## src/rtl/icache_pkg.sv

```systemverilog
// Shared types and geometry for the instruction-side cache responder.
// The optional ICACHE_PERF_CNT_EN build adds hit/miss counters in the top.
package icache_pkg;

    typedef enum logic [1:0] {
        IDLE,
        MEM_READ,
        UPDATE
    } state_t;

    localparam int WORD_W   = 32;
    localparam int BLOCK_W  = 128;
    localparam int OFFSET_W = 4;

    function automatic int index_width(input int lines);
        return $clog2(lines);
    endfunction

    function automatic int tag_width(input int addr_w, input int lines);
        return addr_w - OFFSET_W - $clog2(lines);
    endfunction

endpackage

```

## src/rtl/icache_responder_if.sv

```systemverilog
// Fetch-side and instruction-memory-side signals of the cache responder.
// The slave modport is the cache's view; master is the PC/memory environment.
interface icache_responder_if #(
    parameter int ADDR_W = 32
);

  logic [ADDR_W-1:0]                 PC;
  logic                              read;
  logic [icache_pkg::WORD_W-1:0]     instruction;
  logic                              busyWait;
  logic [ADDR_W-icache_pkg::OFFSET_W-1:0] mem_address;
  logic                              mem_read;
  logic [icache_pkg::BLOCK_W-1:0]    mem_readdata;
  logic                              mem_busywait;

  modport slave (
    input  PC, read, mem_readdata, mem_busywait,
    output instruction, busyWait, mem_address, mem_read
  );

  modport master (
    output PC, read, mem_readdata, mem_busywait,
    input  instruction, busyWait, mem_address, mem_read
  );

endinterface

```

## src/rtl/icache_line_store.sv

```systemverilog
// Valid/tag/data arrays of the direct-mapped instruction cache.
// Lookup is combinational; a write installs a whole line on the clock edge.
module icache_line_store
  import icache_pkg::*;
#(
  parameter int LINES = 8,
  parameter int IDX_W = 3,
  parameter int TAG_W = 25
) (
  input  logic               clk,
  input  logic               rst_n,
  input  logic [IDX_W-1:0]   rd_index,
  output logic               rd_valid,
  output logic [TAG_W-1:0]   rd_tag,
  output logic [BLOCK_W-1:0] rd_data,
  input  logic               wr_en,
  input  logic [IDX_W-1:0]   wr_index,
  input  logic [TAG_W-1:0]   wr_tag,
  input  logic [BLOCK_W-1:0] wr_data
);

  logic [LINES-1:0]   valid_reg;
  logic [TAG_W-1:0]   tag_mem  [LINES];
  logic [BLOCK_W-1:0] data_mem [LINES];

  // Only the valid bits are reset; stale tag/data are harmless behind them.
  always_ff @(posedge clk or negedge rst_n) begin
    if (!rst_n) begin
      valid_reg <= '0;
    end else if (wr_en) begin
      valid_reg[wr_index] <= 1'b1;
    end
  end

  always_ff @(posedge clk) begin
    if (wr_en) begin
      tag_mem[wr_index]  <= wr_tag;
      data_mem[wr_index] <= wr_data;
    end
  end

  assign rd_valid = valid_reg[rd_index];
  assign rd_tag   = tag_mem[rd_index];
  assign rd_data  = data_mem[rd_index];

endmodule

```

## src/rtl/icache_responder.sv

```systemverilog
// Fetch-stage instruction cache responder: hit lookup, miss stall and block refill.
// Define ICACHE_PERF_CNT_EN to add saturating hit_count/miss_count outputs.
module icache_responder
  import icache_pkg::*;
#(
  parameter int LINES          = 8,
  parameter int WORDS_PER_LINE = 4,
  parameter int ADDR_W         = 32
) (
  input  logic               CLK,
  input  logic               RESET,
  icache_responder_if.slave  bus
`ifdef ICACHE_PERF_CNT_EN
  ,
  output logic [31:0]        hit_count,
  output logic [31:0]        miss_count
`endif
);

  localparam int IDX_W   = index_width(LINES);
  localparam int TAG_W   = tag_width(ADDR_W, LINES);
  localparam int SEL_W   = $clog2(WORDS_PER_LINE);
  localparam int BADDR_W = ADDR_W - OFFSET_W;

  state_t             state_reg;
  logic [BADDR_W-1:0] blk_addr_reg;
  logic [BLOCK_W-1:0] fill_data_reg;
  logic               mem_read_reg;
  logic [BADDR_W-1:0] mem_address_reg;

  logic [IDX_W-1:0]   pc_index;
  logic [TAG_W-1:0]   pc_tag;
  logic [SEL_W-1:0]   pc_sel;
  logic               line_valid;
  logic [TAG_W-1:0]   line_tag;
  logic [BLOCK_W-1:0] line_data;
  logic               hit;
  logic               miss_req;
  logic               unused_pc_bits;

  assign pc_index       = bus.PC[OFFSET_W +: IDX_W];
  assign pc_tag         = bus.PC[ADDR_W-1 -: TAG_W];
  assign pc_sel         = bus.PC[2 +: SEL_W];
  assign unused_pc_bits = ^bus.PC[1:0];

  icache_line_store #(
    .LINES (LINES),
    .IDX_W (IDX_W),
    .TAG_W (TAG_W)
  ) u_line_store (
    .clk      (CLK),
    .rst_n    (RESET),
    .rd_index (pc_index),
    .rd_valid (line_valid),
    .rd_tag   (line_tag),
    .rd_data  (line_data),
    .wr_en    (state_reg == UPDATE),
    .wr_index (blk_addr_reg[IDX_W-1:0]),
    .wr_tag   (blk_addr_reg[BADDR_W-1 -: TAG_W]),
    .wr_data  (fill_data_reg)
  );

  assign hit      = line_valid && (line_tag == pc_tag);
  assign miss_req = bus.read && !hit;

  // Outputs are forced quiet while reset is held, even with read asserted.
  assign bus.busyWait    = RESET && ((state_reg != IDLE) || miss_req);
  assign bus.instruction = RESET ? line_data[WORD_W*pc_sel +: WORD_W] : '0;
  assign bus.mem_read    = mem_read_reg;
  assign bus.mem_address = mem_address_reg;

  always_ff @(posedge CLK or negedge RESET) begin
    if (!RESET) begin
      state_reg       <= IDLE;
      blk_addr_reg    <= '0;
      fill_data_reg   <= '0;
      mem_read_reg    <= 1'b0;
      mem_address_reg <= '0;
    end else begin
      case (state_reg)
        IDLE: begin
          if (miss_req) begin
            state_reg       <= MEM_READ;
            blk_addr_reg    <= bus.PC[ADDR_W-1:OFFSET_W];
            mem_read_reg    <= 1'b1;
            mem_address_reg <= bus.PC[ADDR_W-1:OFFSET_W];
          end
        end
        MEM_READ: begin
          if (!bus.mem_busywait) begin
            state_reg       <= UPDATE;
            fill_data_reg   <= bus.mem_readdata;
            mem_read_reg    <= 1'b0;
            mem_address_reg <= '0;
          end
        end
        UPDATE: begin
          state_reg <= IDLE;
        end
        default: begin
          state_reg <= IDLE;
        end
      endcase
    end
  end

`ifdef ICACHE_PERF_CNT_EN
  logic [31:0] hit_cnt_reg;
  logic [31:0] miss_cnt_reg;

  always_ff @(posedge CLK or negedge RESET) begin
    if (!RESET) begin
      hit_cnt_reg  <= '0;
      miss_cnt_reg <= '0;
    end else if (state_reg == IDLE) begin
      if (bus.read && hit && (hit_cnt_reg != 32'hFFFF_FFFF)) begin
        hit_cnt_reg <= hit_cnt_reg + 32'd1;
      end
      if (miss_req && (miss_cnt_reg != 32'hFFFF_FFFF)) begin
        miss_cnt_reg <= miss_cnt_reg + 32'd1;
      end
    end
  end

  assign hit_count  = hit_cnt_reg;
  assign miss_count = miss_cnt_reg;
`endif

endmodule
```

## src/flat_wrapper.sv

```systemverilog
// flat-port wrapper written by rule: the top's interface ports become plain ports
module icache_responder_flat import icache_pkg::*;
#(
  parameter int LINES          = 8,
  parameter int WORDS_PER_LINE = 4,
  parameter int ADDR_W         = 32
)
  (CLK, RESET, bus_PC, bus_read, bus_mem_readdata, bus_mem_busywait, bus_instruction, bus_busyWait, bus_mem_address, bus_mem_read);
  icache_responder_if #(.ADDR_W(ADDR_W)) bus_i ();
  input  logic CLK;
  input  logic RESET;
  input wire logic [$bits(bus_i.PC)-1:0] bus_PC;
  input wire logic [$bits(bus_i.read)-1:0] bus_read;
  input wire logic [$bits(bus_i.mem_readdata)-1:0] bus_mem_readdata;
  input wire logic [$bits(bus_i.mem_busywait)-1:0] bus_mem_busywait;
  output wire logic [$bits(bus_i.instruction)-1:0] bus_instruction;
  output wire logic [$bits(bus_i.busyWait)-1:0] bus_busyWait;
  output wire logic [$bits(bus_i.mem_address)-1:0] bus_mem_address;
  output wire logic [$bits(bus_i.mem_read)-1:0] bus_mem_read;
  assign bus_i.PC = bus_PC;
  assign bus_i.read = bus_read;
  assign bus_i.mem_readdata = bus_mem_readdata;
  assign bus_i.mem_busywait = bus_mem_busywait;
  assign bus_instruction = bus_i.instruction;
  assign bus_busyWait = bus_i.busyWait;
  assign bus_mem_address = bus_i.mem_address;
  assign bus_mem_read = bus_i.mem_read;
  icache_responder #(.LINES(LINES), .WORDS_PER_LINE(WORDS_PER_LINE), .ADDR_W(ADDR_W)) u_core (.CLK(CLK), .RESET(RESET), .bus(bus_i));
endmodule
```

## config.mk

```make
export PLATFORM = sky130hd
export DESIGN_NAME = icache_responder_flat
export DESIGN_NICKNAME = d
export VERILOG_FILES = /design/src/rtl/icache_pkg.sv /design/src/rtl/icache_responder_if.sv /design/src/rtl/icache_line_store.sv /design/src/rtl/icache_responder.sv /design/src/flat_wrapper.sv
export SDC_FILE = /design/constraint.sdc
export NUM_CORES = 1
export LEC_CHECK = 0
export ABC_AREA = 1
export BUFFER_PORTS_ARGS = -buffer_cell sky130_fd_sc_hd__buf_2
export CORE_ASPECT_RATIO = 0.9
export CORE_UTILIZATION = 40
export CTS_CLUSTER_SIZE = 10
export DETAILED_ROUTE_END_ITERATION = 7
export GPL_TIMING_DRIVEN = 1
export PLACE_DENSITY_LB_ADDON = 0.25
export REMOVE_ABC_BUFFERS = 1
export SYNTH_ARGS = -nofsm -noshare
export SYNTH_HDL_FRONTEND = slang
export SYNTH_HIERARCHICAL = 1
export SYNTH_SLANG_ARGS = --single-unit
```

## constraint.sdc

```tcl
create_clock -name CLK -period 10.66 [get_ports CLK]
set_input_delay 1.066 -clock CLK [delete_from_list [all_inputs] [get_ports CLK]]
set_output_delay 1.066 -clock CLK [all_outputs]
set_load 0.005 [all_outputs]
```

=== After elaboration in Yosys (flattened, before gate mapping) ===
Memories as Yosys holds them, arrays and structs flattened.
Cells that the tools add are included.

* Register bits after elaboration: 195
* RAM bits: 1224
* Word-level logic and storage cells: 48
* Memories kept: 2

{| class="wikitable"
|+ Memory list
! name !! words !! width !! read ports !! clocked after memory_dff !! write ports !! line !! source
|-
| u_core.u_line_store.data_mem || 8 || 128 || 1 || 0 || 1 || icache_line_store.sv:24 || <nowiki>logic [BLOCK_W-1:0] data_mem [LINES];</nowiki>
|-
| u_core.u_line_store.tag_mem || 8 || 25 || 1 || 0 || 1 || icache_line_store.sv:23 || <nowiki>logic [TAG_W-1:0] tag_mem [LINES];</nowiki>
|}

* Magnitude comparators: 3
* Equality and inequality tests: 5
* Shifts and indexed selects: 1
* Mux-type cells: 16
* Bitwise operators: 2
* Reductions and logical operators: 13

{| class="wikitable"
|+ Operators with widths
! cell !! number
|-
| $shiftx 128x8->32 || 1
|-
| $mux 28 || 2
|-
| $pmux 28 s2 || 1
|-
| $mux 32 || 1
|-
| $eq 25x25->1 || 1
|-
| $lt 3x4->1 const B || 2
|-
| $or 8x8->8 || 1
|-
| $mux 1 || 6
|-
| $reduce_and 2->1 || 3
|-
| $logic_and 1x1->1 || 4
|-
| $mux 2 || 2
|-
| $pmux 2 s2 || 1
|-
| $reduce_bool 2->1 || 2
|-
| $bmux 1 s3 || 1
|-
| $demux 1 s3 || 1
|-
| $ge 3x1->1 const B || 1
|-
| $reduce_and 3->1 || 1
|-
| $eq 2x1->1 const B || 1
|-
| $eq 2x2->1 const B || 1
|-
| $logic_not 2->1 || 1
|-
| $ne 2x1->1 const B || 1
|-
| $ne 2x2->1 const B || 1
|-
| $pmux 1 s2 || 1
|-
| $logic_not 1->1 || 1
|-
| 2 further kinds || 2
|}

=== Logic depth before layout (Yosys ltp) ===
Gate-level depths: netlist (run 1).

* Word-level depth: 7
* Depth in mapped cells: 22
* Mapped depth without buffers: 16

=== Modules after synthesis ===
Netlist (run 1), hierarchy kept.

{| class="wikitable"
|+ By module, submodules not included
! module !! instances !! cells an instance !! area an instance (um2) !! sequential area each (um2)
|-
| icache_line_store || 1 || 5348 || 53552.6 || 36955.4
|-
| icache_responder || 1 || 1127 || 8538.2 || 4679.5
|}

=== Worst setup path before layout (run 1) ===
Ideal clock, no wire load.

* Path type: reg-to-reg
* From: reg u_core.state_reg[0]
* To: mem u_core.u_line_store.data_mem[2][0], enable pin
* Library setup time: 667 ps
* Data arrival time: 7055 ps
* Required time: 9993 ps
* Path slack: 2938 ps
* Stages on the path, launching flop included: 4
* Buffers on the path: 0
* Period minus slack after synthesis: 7722 ps
* Cell sequence: dfrtp_1 -> nor2_1 -> nand2_1 -> nor2_1

* Word-level cells in the longest chain between the ends: 3

{| class="wikitable"
|+ Ends and longest elaborated chain
! what !! line !! source
|-
| start, declared || icache_responder.sv:25 || <nowiki>state_t state_reg;</nowiki>
|-
| start signal, assigned || icache_responder.sv:74 || <nowiki>state_reg <= IDLE;</nowiki>
|-
| start signal, assigned || icache_responder.sv:83 || <nowiki>state_reg <= MEM_READ;</nowiki>
|-
| start signal, assigned || icache_responder.sv:91 || <nowiki>state_reg <= UPDATE;</nowiki>
|-
| $eq 2x2->1 || icache_responder.sv:57 || <nowiki>.wr_en (state_reg == UPDATE),</nowiki>
|-
| $mux 1 || icache_line_store.sv:36 || <nowiki>if (wr_en) begin</nowiki>
|-
| $mux 1 (implied by the code) || icache_line_store.sv:38 || <nowiki>data_mem[wr_index] <= wr_data;</nowiki>
|-
| end, declared || icache_line_store.sv:24 ||
|}

No other way between the ends.

=== Worst setup path in the final report (run 1) ===
* From: in bus_PC[4]
* To: out bus_instruction[14]

* Word-level cells in the longest chain between the ends: 3

{| class="wikitable"
|+ Ends and longest elaborated chain
! what !! line !! source
|-
| start, declared || flat_wrapper.sv:12 || <nowiki>input wire logic [$bits(bus_i.PC)-1:0] bus_PC;</nowiki>
|-
| $mem_v2 8x128 || n/a ||
|-
| named net u_core.line_data[46] || icache_responder.sv:36 || <nowiki>logic [BLOCK_W-1:0] line_data;</nowiki>
|-
| $shiftx 128x8->32 || icache_responder.sv:68 || <nowiki>assign bus.instruction = RESET ? line_data[WORD_W*pc_sel +: WORD_W] : '0;</nowiki>
|-
| $mux 32 || icache_responder.sv:68 ||
|-
| end, declared || flat_wrapper.sv:16 || <nowiki>output wire logic [$bits(bus_i.instruction)-1:0] bus_instruction;</nowiki>
|}

The timed path passes the listed nets, and every way through them passes these cells.

==> results of run 1 <==
==> kinds of logic after synthesis <==
kind of cell	synth area share [%]
AOI/OAI and AO/OA	0.911
xor gates and xnor gates	0.0705
buffers and inverters	10.2
DFF	67.1
and+or+nand+nor	21.7
==> worst max-delay path, cell delays in order <==
cell	delay, ps
buf_8	350
buf_12	500
buf_4	730
buf_4	890
nand2_1	130
nand3_1	130
nand2_1	70
nand2_1	50
nand2_1	50
o21ai_0	310
a21oi_1	220
buf_2	200
==> worst min-delay path by stage <==
stage                                startpoint                                to  slack (ps)  cells after the start
6_report                                  RESET          u_core/fill_data_reg[72]         310                      1
2_1_floorplan  u_core/u_line_store/valid_reg[0]  u_core/u_line_store/valid_reg[0]         430                      2
3_3_place_gp   u_core/u_line_store/valid_reg[3]  u_core/u_line_store/valid_reg[3]         440                      2
5_1_grt                                   RESET          u_core/fill_data_reg[72]         310                      1
4_1_cts                                   RESET          u_core/fill_data_reg[72]         290                      1
3_5_place_dp   u_core/u_line_store/valid_reg[2]  u_core/u_line_store/valid_reg[2]         450                      2
==> power by group <==
group | internal, mW | leakage [nW] | switching (mW) | total [mW]
Clock | 2.93 | 2.30 | 2.18 | 5.12
Sequential | 7.29 | 13.5 | 0.725 | 8.01
Combinational | 0.397 | 16.7 | 0.957 | 1.35
==> cell usage after synthesis <==
library cell	instances	area [um^2]
a21oi_1	33	165
buf_1	35	131
buf_2	168	841
buf_4	27	203
buf_6	15	169
clkbuf_1	62	233
clkinv_1	2	7.51
dfrtp_1	195	4880
edfxtp_1	1224	36800
inv_1	1267	4760
inv_2	2	7.51
nand2_1	2520	9460
nand3_1	648	3240
nand3_2	1	10.0
nand4_1	28	175
nor2_1	163	612
o21ai_0	73	365
o21ai_1	7	35.0
xnor2_1	1	8.76
xor2_1	4	35.0
==> metal layers <==
layer | wire, um | up-vias
li1 | - | 20414
met1 | 72000 | 20083
met2 | 76300 | 1096
met3 | 8610 | 259
met4 | 4190 | 2
met5 | 8 | -
==> stage by stage <==
step / cells / power (mW) / area [um^2] / setup slack, ps / hold WS [ps]
after CTS: 8816 / 14.6 / 69800 / 4410 / 285
final: 8816 / 14.5 / 69800 / 4510 / 309
after global routing: 8816 / 15.1 / 69800 / 4150 / 311
after detailed placement: 8518 / 9.51 / 64900 / 4420 / 445
after floorplan: 6168 / 8.73 / 60500 / 1110 / 427
after global placement: 8518 / 9.44 / 64900 / 4420 / 438
==> area by class of cell <==
| type | count | share of cell area [%] |
|---|---|---|
| flip-flops and latches | 1419 | 59.7 |
| multi-input cells | 3478 | 20.3 |
| inverters | 1271 | 6.88 |
| clock buffers | 279 | 6.53 |
| well taps | 2070 | 3.71 |
| repair buffers | 280 | 2.50 |
| clock inverters | 19 | 0.393 |
==> flow_metrics.env, run 1 <==
export IMPL_status="finished clean"
export IMPL_clock_path_buffers=3
export IMPL_arrival_ps=5080
export IMPL_boundaryPins=226
export IMPL_antenna_found_initial=5
export IMPL_maxSlewViolCount=0
export IMPL_mostFrequentLayoutCell="nand2_1"
export IMPL_die_area_mm2=0.157
export IMPL_relSlewSlack_pct=6.46
export IMPL_fin_worst_skew_ps=29.2
export IMPL_peakVddDrop_v=0.000165
export IMPL_worstReg2RegEnd="u_core/u_line_store/data_mem[7][9]"
export IMPL_ys_ff_latch=1419
export IMPL_chipHeight_um=376
export IMPL_grt_pass1_vias=40336
export IMPL_first_pass_iters=5
export IMPL_crit_fanout=135
export IMPL_holdBufCountCts=0
export IMPL_worst_skew_pair_late_latency_ps=780
export IMPL_syn_area_mm2=0.0621
export IMPL_use_met1_pct=28.0
export IMPL_critPathCapture="bus_instruction[14]"
export IMPL_place_congestion=0.735
export IMPL_rsz0062_at_grt="false"
export IMPL_setup_violations=0
export IMPL_grt_max_degree=194
export IMPL_yosysSeqAreaShare_pct=67.1
export IMPL_synthCells=6475
export IMPL_multi_input_area_mm2=0.0142
export IMPL_grtUsageMet2_pct=34.1
export IMPL_port_buffers=223
export IMPL_fillers=14320
export IMPL_drt_wirelength_per_cell_um=18.3
export IMPL_grt_usage_pct=20.6
export IMPL_clk_transition_reported_paths_ps=60
export IMPL_crit_type="in -> out"
export IMPL_worstRegToRegCells=5
export IMPL_clock_sinks=1419
export IMPL_grt_overflow=0
export IMPL_fin_crit_sh_pct=57.7
export IMPL_routed_wl_um=161000
export IMPL_finish_utilization_pct=45.5
export IMPL_rr_startpoint="u_core/state_reg[0]"
export IMPL_core_mm2=0.153
export IMPL_fmax_mhz=163
export IMPL_initial_core_util_pct=40.5
export IMPL_dieWidth_um=417
export IMPL_via_count=41854
export IMPL_ant_nets=0
export IMPL_required_ps=9590
export IMPL_cp_startpoint="bus_PC[4]"
export IMPL_rows=136
export IMPL_area_growth_syn_to_layout_pct=12.4
export IMPL_post_synth_num_cell_types=20
export IMPL_drive_gt1_share_pct=7.13
export IMPL_globalRouteMet3Util_pct=2.89
export IMPL_cts_buffers=163
export IMPL_cap_violations=0
export IMPL_finalWorstPathRequiredPeriod_ps=6150
export IMPL_cts_tree="done"
export IMPL_initialDrtViolationCount=3131
export IMPL_finalHoldViolCount=0
export IMPL_worstSetupStartpointType="primary input"
export IMPL_regArea_mm2=0.0416
export IMPL_largest_register_ff_count=1024
export IMPL_top_usage_layer="met2"
export IMPL_endpoint_kind="output port"
export IMPL_p_leak_nw=32.5
export IMPL_hold_path_class="in -> async"
export IMPL_fin_nets=6777
export IMPL_cts_setup_buffers=0
export IMPL_yosys_warnings=6
export IMPL_grt_first_pass_wirelength_um=244000
export IMPL_clock_root_buffer="clkbuf_16"
export IMPL_final_setup_tns_ps=0
export IMPL_reg2reg_slack_ps=6870
export IMPL_drc_errors=0
export IMPL_worstMarginPinSlew_ps=1400
export IMPL_diodes=0
export IMPL_power_density_mw_per_mm2=208
export IMPL_cts_resized_gates=0
export IMPL_synth_area_per_cell_um2=9.59
export IMPL_mostFrequentLayoutCells="2520 x nand2_1, 1263 x inv_1, 1224 x edfxtp_1"
export IMPL_htree_num_levels=4
export IMPL_dp_hpwl_um=79600
export IMPL_vias_per_cell=4.75
No activity file was read; power rests on OpenSTA's default activity.
==> inputs of run 2 (changes only) <==
Clock period 10.66 ns to 6.3 ns, I/O delays scaled along.
==> run 2 against run 1 <==
Register-to-register slack worse by 3700 ps. Count of clock-buffer cells in the layout up 2. Sequential power up 70%. Combinational power up 72%. Clock power up 70%. Wire length up 0.69%. Worst setup slack worse by 2800 ps. Core utilization up 0.33 points. Final area up 0.73%. Critical path depth unchanged. Largest power group unchanged. Total power up 70%. Non-clock buffer count up 35.
==> flow_metrics.env, run 2 (synthesis results as in run 1) <==
export IMPL_status="finished clean"
export IMPL_switching_power_mw=6.52
export IMPL_cts_setup_buffers=0
export IMPL_clock_path_buffers=3
export IMPL_required_ps=5670
export IMPL_p_comb_share_pct=9.4
export IMPL_pwr_share_seq_pct=55.1
export IMPL_power_density_mw_per_mm2=350
export IMPL_worst_skew_pair_late_latency_ps=790
export IMPL_dp_cells=8523
export IMPL_fillers=14341
export IMPL_grt_first_pass_wirelength_um=244000
export IMPL_cell_internal_pwr_mw=18.1
export IMPL_fin_total_pwr_mw=24.6
export IMPL_hold_path_class="in -> reg"
export IMPL_ant_nets=0
export IMPL_worstMarginPinSlew_ps=1170
export IMPL_maxSlewViolCount=0
export IMPL_initialDrtViolationCount=3044
export IMPL_boundaryPins=226
export IMPL_globalRouteMet3Util_pct=3.02
export IMPL_worstReg2RegEnd="u_core/bus.mem_address[20]"
export IMPL_fmax_mhz=219
export IMPL_port_buffers=223
export IMPL_peakVddDrop_v=0.000276
export IMPL_rsz0062_at_grt="false"
export IMPL_dp_hpwl_um=81500
export IMPL_chipHeight_um=376
export IMPL_rr_startpoint="u_core/u_line_store/tag_mem[0][24]"
export IMPL_arrival_ps=3930
export IMPL_holdBufCountCts=30
export IMPL_use_met1_pct=28.1
export IMPL_drive_gt1_share_pct=7.16
export IMPL_place_congestion=0.735
export IMPL_routed_wl_um=162000
export IMPL_fin_crit_sh_pct=72.4
export IMPL_cts_tree="done"
export IMPL_fin_worst_skew_ps=25.6
export IMPL_initial_core_util_pct=40.5
export IMPL_cpMostUsedCell="nand2_1"
export IMPL_cap_violations=0
export IMPL_top_usage_layer="met2"
export IMPL_crit_fanout=148
export IMPL_vias_per_cell=4.74
export IMPL_instances_no_fill=8847
export IMPL_worstPathCellList="buf_8, inv_8, buf_12, buf_12, nand2_1, nand3_1, nand2_1, nand2_1, nand2_1, o21ai_0, a21oi_1, buf_2"
export IMPL_clock_sinks=1419
export IMPL_worstRegToRegCells=18
export IMPL_grt_max_degree=160
export IMPL_crit_type="in -> out"
export IMPL_grt_usage_pct=20.7
export IMPL_cts_buffers=162
export IMPL_clk_transition_reported_paths_ps=50
export IMPL_drc_errors=0
export IMPL_slowest_delay_ps=560
export IMPL_rows=136
export IMPL_multi_input_area_mm2=0.0142
export IMPL_swShare_pct=26.5
export IMPL_core_mm2=0.153
export IMPL_relSlewSlack_pct=21.9
export IMPL_worstSetupStartpointType="primary input"
export IMPL_critPathCapture="bus_instruction[10]"
export IMPL_cp_startpoint="bus_PC[4]"
export IMPL_power_frac_clock_pct=35.4
export IMPL_antenna_found_initial=4
export IMPL_regArea_mm2=0.0416
export IMPL_final_setup_tns_ps=0
export IMPL_setup_violations=0
export IMPL_area_growth_syn_to_layout_pct=13.2
export IMPL_endpoint_kind="output port"
export IMPL_finalWorstPathRequiredPeriod_ps=4560
export IMPL_mostFrequentLayoutCells="2520 x nand2_1, 1263 x inv_1, 1224 x edfxtp_1"
export IMPL_reg2reg_slack_ps=3170
export IMPL_fin_nets=6811
export IMPL_finish_utilization_pct=45.8
export IMPL_via_count=41894
export IMPL_htree_num_levels=4
export IMPL_p_leak_nw=32.7
export IMPL_largest_register_ff_count=1024
export IMPL_dieWidth_um=417
export IMPL_first_pass_iters=6
export IMPL_mostFrequentLayoutCell="nand2_1"
export IMPL_die_area_mm2=0.157
export IMPL_grtUsageMet2_pct=34.3
export IMPL_clock_root_buffer="clkbuf_16"
export IMPL_grt_overflow=0
export IMPL_slowest_stage="inv_8"
export IMPL_cts_resized_gates=0
export IMPL_finalHoldViolCount=0
export IMPL_grt_pass1_vias=40276
export IMPL_drt_wirelength_per_cell_um=18.3
==> run 2: critical path: cells and delay by family <==
kind                   cells  cell delay [ps]
AOI/OAI and AO/OA          2              680
buffers and inverters      5             1760
and+or+nand+nor            5              370
==> run 2: how the worst min path moves through the flow <==
| stage | start | endpoint | slack, ps | cells past startpoint |
|---|---|---|---|---|
| floorplan | RESET | u_core/blk_addr_reg[0] | 330 | 0 |
| global placement | u_core/u_line_store/valid_reg[1] | u_core/u_line_store/valid_reg[1] | 440 | 2 |
| detailed placement | u_core/u_line_store/valid_reg[4] | u_core/u_line_store/valid_reg[4] | 450 | 2 |
| CTS | bus_mem_readdata[119] | u_core/fill_data_reg[119] | 0.4 | 3 |
| global route | bus_mem_readdata[81] | u_core/fill_data_reg[81] | 40 | 3 |
| finish | bus_mem_readdata[124] | u_core/fill_data_reg[124] | 60 | 3 |
==> run 2: cell type report <==
cell class                 count  area share [%]
tap                         2070            3.69
timing repair buffer         315            3.18
antenna                        2         0.00712
multi-input combinational   3478            20.2
clock buffer                 281            6.66
inverter                    1271            6.83
sequential                  1419            59.2
clock inverter                11           0.233
==> run 2: per-stage QoR <==
step | instance area, um^2 | hold WS [ps] | worst slack (ps)
after floorplan | 60500 | 334 | -2820
after CTS | 70300 | 0.373 | 1700
final | 70300 | 62.6 | 1740
after detailed placement | 65100 | 445 | 1650
after global placement | 65100 | 440 | 1660
after global routing | 70300 | 36.3 | 1540
==> run 2: routing by layer <==
| metal | up-vias | share of wire (%) |
|---|---|---|
| li1 | 20474 | - |
| met1 | 20130 | 45 |
| met2 | 1066 | 48 |
| met5 | - | 0 |
| met3 | 224 | 5.2 |
| met4 | 0 | 2.5 |
==> run 2: power groups by stage <==
| stage | clock network (mW) | logic, mW | registers (mW) |
|---|---|---|---|
| 3_3_place_gp | 0 | 2.30 | 13.7 |
| 3_5_place_dp | 0 | 2.34 | 13.8 |
| 5_1_grt | 9.27 | 2.64 | 13.8 |
| 6_report | 8.72 | 2.32 | 13.6 |
| 4_1_cts | 8.92 | 2.37 | 13.6 |
| 2_1_floorplan | 0 | 1.40 | 13.4 |
